--- config.mk ---
export PLATFORM = sky130hd
export DESIGN_NAME = o_buf_controller
export DESIGN_NICKNAME = d
export VERILOG_FILES = /design/src/rtl/o_buf_controller.sv
export SDC_FILE = /design/constraint.sdc
export NUM_CORES = 1
export LEC_CHECK = 0
export BUFFER_PORTS_ARGS = -buffer_cell sky130_fd_sc_hd__buf_2
export CAP_MARGIN = 20
export CORE_ASPECT_RATIO = 1.1
export CORE_MARGIN = 4
export CORE_UTILIZATION = 30
export CTS_BUF_LIST = sky130_fd_sc_hd__clkbuf_8
export DETAILED_ROUTE_END_ITERATION = 10
export PLACE_DENSITY = 0.54
export SYNTH_ARGS = -nofsm -noshare
export SYNTH_HDL_FRONTEND = slang
export SYNTH_SLANG_ARGS = --single-unit
--- constraint.sdc ---
create_clock -name pclk -period 2.82 [get_ports pclk]
set_input_delay 0.141 -clock pclk [delete_from_list [all_inputs] [get_ports pclk]]
set_output_delay 0.141 -clock pclk [all_outputs]
set_load 0.02 [all_outputs]
--- src/rtl/o_buf_controller.sv ---
// rtl/o_buf_controller.sv - linebuffer readout and video timing generator
// Optional O_BUF_TEST_PATTERN_EN adds test_mode, which replaces pixels by (h + v)[7:0].
module o_buf_controller #(
  parameter int ADDRESS_WIDTH = 16,
  parameter int H_ACTIVE      = 640,
  parameter int H_FP          = 16,
  parameter int H_SYNC        = 96,
  parameter int H_BP          = 48,
  parameter int V_ACTIVE      = 480,
  parameter int V_FP          = 10,
  parameter int V_SYNC        = 2,
  parameter int V_BP          = 33
) (
  input  logic                     pclk,
  input  logic                     reset_n,
  input  logic                     enable,
`ifdef O_BUF_TEST_PATTERN_EN
  input  logic                     test_mode,
`endif
  output logic [ADDRESS_WIDTH-1:0] addr,
  input  logic [31:0]              i_data,
  output logic [7:0]               o_data,
  output logic                     hsync,
  output logic                     vsync,
  output logic                     vde,
  output logic                     line_done,
  output logic                     frame_done
);

  localparam int H_TOTAL = H_ACTIVE + H_FP + H_SYNC + H_BP;
  localparam int V_TOTAL = V_ACTIVE + V_FP + V_SYNC + V_BP;

  localparam logic [12:0] H_MAX = 13'(H_TOTAL - 1);
  localparam logic [12:0] H_ACT = 13'(H_ACTIVE);
  localparam logic [12:0] H_SS  = 13'(H_ACTIVE + H_FP);
  localparam logic [12:0] H_SE  = 13'(H_ACTIVE + H_FP + H_SYNC);
  localparam logic [11:0] V_MAX = 12'(V_TOTAL - 1);
  localparam logic [11:0] V_ACT = 12'(V_ACTIVE);
  localparam logic [11:0] V_SS  = 12'(V_ACTIVE + V_FP);
  localparam logic [11:0] V_SE  = 12'(V_ACTIVE + V_FP + V_SYNC);
  localparam logic [11:0] V_LAST = 12'(V_ACTIVE - 1);

  localparam logic [1:0] ST_IDLE  = 2'd0;
  localparam logic [1:0] ST_RUN   = 2'd1;
  localparam logic [1:0] ST_DRAIN = 2'd2;

  logic [1:0]  state, state_next;
  logic        started, started_next;
  logic [12:0] h_count, h_next;
  logic [11:0] v_count, v_next;
  logic        h_wrap, frame_end, de_next;

  logic        de1, hs1, vs1;
  logic [1:0]  sel1;
  logic [11:0] v1, v2;
  logic [7:0]  pix;
`ifdef O_BUF_TEST_PATTERN_EN
  logic [7:0]  tp1;
  logic        tm1;
`endif

  assign h_wrap    = (h_count == H_MAX);
  assign frame_end = h_wrap && (v_count == V_MAX);

  always_comb begin
    state_next = state;
    case (state)
      ST_IDLE:  if (enable) state_next = ST_RUN;
      ST_RUN:   if (!enable) state_next = ST_DRAIN;
      ST_DRAIN: begin
        if (enable) state_next = ST_RUN;
        else if (started && frame_end) state_next = ST_IDLE;
      end
      default:  state_next = ST_IDLE;
    endcase
  end

  // The first RUN cycle only primes the counters so that (0,0) is held for one more cycle.
  assign started_next = (state != ST_IDLE) && (state_next != ST_IDLE);

  always_comb begin
    h_next = h_count;
    v_next = v_count;
    if (state == ST_IDLE) begin
      h_next = '0;
      v_next = '0;
    end else if (started) begin
      if (h_wrap) begin
        h_next = '0;
        v_next = (v_count == V_MAX) ? '0 : v_count + 12'd1;
      end else begin
        h_next = h_count + 13'd1;
      end
    end
  end

  assign de_next = started_next && (h_next < H_ACT) && (v_next < V_ACT);

  always_ff @(posedge pclk or negedge reset_n) begin
    if (!reset_n) begin
      state   <= ST_IDLE;
      started <= 1'b0;
      h_count <= '0;
      v_count <= '0;
    end else begin
      state   <= state_next;
      started <= started_next;
      h_count <= h_next;
      v_count <= v_next;
    end
  end

  // addr is computed from the next counter value so it lines up with the counters themselves.
  always_ff @(posedge pclk or negedge reset_n) begin
    if (!reset_n) begin
      addr <= '0;
    end else if (de_next && (h_next[1:0] == 2'b00)) begin
      addr <= ADDRESS_WIDTH'(h_next[12:2]);
    end else if (h_next == '0) begin
      addr <= '0;
    end
  end

  always_ff @(posedge pclk or negedge reset_n) begin
    if (!reset_n) begin
      de1  <= 1'b0;
      hs1  <= 1'b1;
      vs1  <= 1'b1;
      sel1 <= 2'd0;
      v1   <= '0;
`ifdef O_BUF_TEST_PATTERN_EN
      tp1  <= 8'd0;
      tm1  <= 1'b0;
`endif
    end else begin
      de1  <= started && (h_count < H_ACT) && (v_count < V_ACT);
      hs1  <= !(started && (h_count >= H_SS) && (h_count < H_SE));
      vs1  <= !(started && (v_count >= V_SS) && (v_count < V_SE));
      sel1 <= h_count[1:0];
      v1   <= v_count;
`ifdef O_BUF_TEST_PATTERN_EN
      tp1  <= h_count[7:0] + v_count[7:0];
      tm1  <= test_mode;
`endif
    end
  end

  always_comb begin
    pix = i_data[31:24];
    case (sel1)
      2'd1:    pix = i_data[23:16];
      2'd2:    pix = i_data[15:8];
      2'd3:    pix = i_data[7:0];
      default: pix = i_data[31:24];
    endcase
`ifdef O_BUF_TEST_PATTERN_EN
    if (tm1) pix = tp1;
`endif
  end

  always_ff @(posedge pclk or negedge reset_n) begin
    if (!reset_n) begin
      vde        <= 1'b0;
      hsync      <= 1'b1;
      vsync      <= 1'b1;
      o_data     <= 8'd0;
      v2         <= '0;
      line_done  <= 1'b0;
      frame_done <= 1'b0;
    end else begin
      vde        <= de1;
      hsync      <= hs1;
      vsync      <= vs1;
      o_data     <= de1 ? pix : 8'd0;
      v2         <= v1;
      line_done  <= vde && !de1;
      frame_done <= vde && !de1 && (v2 == V_LAST);
    end
  end

endmodule
==> impl_metrics.yaml <==
status:
  outcome: "finished clean"
sta:
  hold_viol_final: 0
  finClkSkew_ps: 15.2
  fin_crit_ps: 2670
  fin_crit_sh_pct: 94.7
  fmax_ghz: 0.375
  slew_viol_final: 0
  report.final.setup_viol: 0
  setup_tns_ps: 0
  relSlewSlack_pct: 63.1
  max_slew.worst_pin.slew_ps: 550
  rsz0062_at_grt: "no"
worst_setup_path:
  end_kind: "flop"
  arrival_ps: 2910
  start_kind: "flop"
  cp_max_fo: 11
  required_ps: 3060
  path_class: "reg2reg"
floorplanning:
  rows: 42
  start_util_pct: 30.5
  ios: 64
  coreArea_sq_um: 12000
  die_w_microns: 113
  die_area_sq_um: 14000
  die_height_microns: 124
cts:
  clock-root-buffer: "clkbuf_8"
  clk_pin_slew_worst_paths_ps: 80
  clock_sinks: 81
  numCtsBuffers: 9
  post_cts.repair.setup_buffers: 0
  insertion_delay_ps: 360
  clock_path_buffers: 2
  cts_tree: "yes"
  cts_max_level: 3
synthesis:
  async_flop_share_pct: 100
  ys_seq_elements: 81
  synth.largest_area_cell: "dfrtp_1"
  syn_area_sq_um: 3660
  yosysSeqAreaShare_pct: 55.6
  synthTopCellsByArea: "dfrtp_1 (53%), mux4_2 (4.9%), nor2_1 (3.3%), dfstp_2 (2.9%), and2_1 (2.2%)"
  synth_top_area_share_pct: 52.7
  synth_flop_cell: "dfrtp_1"
  ys.warnings.count: 0
  yosys.cell_types.count: 54
  synth_edf_count: 0
  postSynthCellCount: 309
  avgSynthCellArea_sq_um: 11.8
pwr:
  swShare_pct: 26.0
  pwr-share-seq_pct: 51.3
  intPower_uw: 1810
  p_switching_uw: 638
  clkPwrFrac_pct: 33.7
  power_leakage_uw: 0.00206
  irDropWorstVdd_v: 0.000214
  powerDensity_nw_per_um2: 557
  combPwrFrac_pct: 15.1
  power.total_uw: 2450
finish:
  multi_input_area_sq_um: 1510
  antenna_cells: 0
  nNetsFinal: 421
  final-seq-area_sq_um: 2030
  n_fill_cell: 1187
  syn_to_final_growth_pct: 20.3
  stdcell_count: 541
  layout_common_cells: "dfrtp_1 (77), buf_2 (57), nor2_1 (32)"
  layout_commonest_cell: "dfrtp_1"
  fin_area_sq_um: 4400
  drive_above_1_share_pct: 30.5
global_routing:
  antenna_found_initial: 0
  grt_max_degree: 82
  overflow: 0
  grt_use_total_pct: 12.1
  grt_first_pass_wirelength_mm: 13.3
  first_global_vias: 2723
drt:
  routed_wl_mm: 7.95
  dr.pass1.iters: 4
  remaining_drc_errors: 0
  drtIter0Drc: 152
  vias: 2648
  vias_per_cell: 4.89
  wl_per_cell_microns: 14.7
  antenna_left: 0
min_path:
  hold_class: "in2async"
placed_design:
  placed_area_sq_um: 4140
  place_inst: 523
  hpwl_mm: 5.82
  place.gp.congestion: 0.860
  port_buffers: 58
job:
  cap_violations: 0
-- Yosys cell counts (all sizes together), types with 6 or more instances --
cell / instances
mux2: 6
xnor2: 7
mux4: 8
nor2: 32
nand2: 20
buf: 10
and2: 13
and3: 8
nor3: 6
nand4: 9
inv: 9
dfrtp: 77
nand3: 13
o21ai: 13
xor2: 9
-- per-layer routing --
layer  vias to the layer above  GRT usage, %  routed length [microns]  part of all wire, %
met5                         -             0                        0                    0
met4                         0          6.54                      262                  3.3
met3                        20          3.45                      537                  6.8
met2                        91          19.7                     3800                   48
met1                      1291          14.5                     3350                   42
li1                       1246             -                        -                    -
-- final timing paths --
path / start / to / slack [ps] / cells after the start
min reg2reg: v1[7] / v2[7] / 350 / 0
min in group pclk: i_data[1] / o_data[1] / 220 / 3
max in group asynchronous: reset_n / hsync / 2000 / 3
min: reset_n / frame_done / 190 / 2
max reg2reg: h_count[1] / addr[5] / 150 / 8
max: h_count[1] / addr[5] / 150 / 8
-- what timing repair did --
item	in CTS	in global routing
setup endpoints to repair	0	5
resized for setup	0	3
hold buffers	2	0
hold endpoints to repair	65	0
-- cell families (layout without fill, tap and decap cells) --
logic type | count (synthesis) | after routing | synth area share [%]
compound gates | 37 | 37 | 6.94
xor+xnor | 16 | 16 | 3.83
fa+ha+maj | 3 | 3 | 1.03
buf+inv | 24 | 98 | 4.11
flops | 81 | 81 | 55.6
mux | 19 | 19 | 8.55
other cells | 1 | 5 | 0.103
simple gates | 128 | 128 | 19.9
-- layout make-up --
class	instances	area share (%)
Clock buffer	10	3.13
Clock inverter	5	1.31
Inverter	9	0.768
Multi-Input combinational cell	208	34.3
Sequential cell	81	46.2
Tap cell	154	4.38
Timing Repair Buffer	74	9.96
-- through the flow --
step | util, % | hold slack (ps) | setup slack (ps)
after CTS | 36.3 | 202 | 81.9
after global placement | 34.5 | 331 | 148
after detailed placement | 34.5 | 332 | 92.5
final | 36.7 | 194 | 150
after global routing | 36.7 | 197 | 15.3
after floorplan | - | -155 | 162
-- state kept, by name, indices dropped and copies added (netlist names) --
register and flops:
de1 1, vde 1, v1 12, hs1 1
state 2, vs1 1, frame_done 1, hsync 1
h_count 13, sel1 2, started 1, addr 11
o_data 8, line_done 1, vsync 1, v_count 12
v2 12
-- critical path, stage by stage (launching register included) --
cell and delay, ps:
dfrtp_1 360, ha_2 270, and4b_1 270, nand4_2 180, nor3_1 290, xnor2_1 170
and4b_1 220, or3_4 480, mux2_4 320
-- power by group through the flow --
| stage | logic (uW) | registers, uW | clock network [uW] |
|---|---|---|---|
| floorplan | 228 | 1290 | 0 |
| finish | 369 | 1260 | 826 |
| CTS | 369 | 1260 | 856 |
| global route | 405 | 1270 | 907 |
| global placement | 360 | 1280 | 0 |
| detailed placement | 365 | 1280 | 0 |
Power figures use the tool's default switching activity.
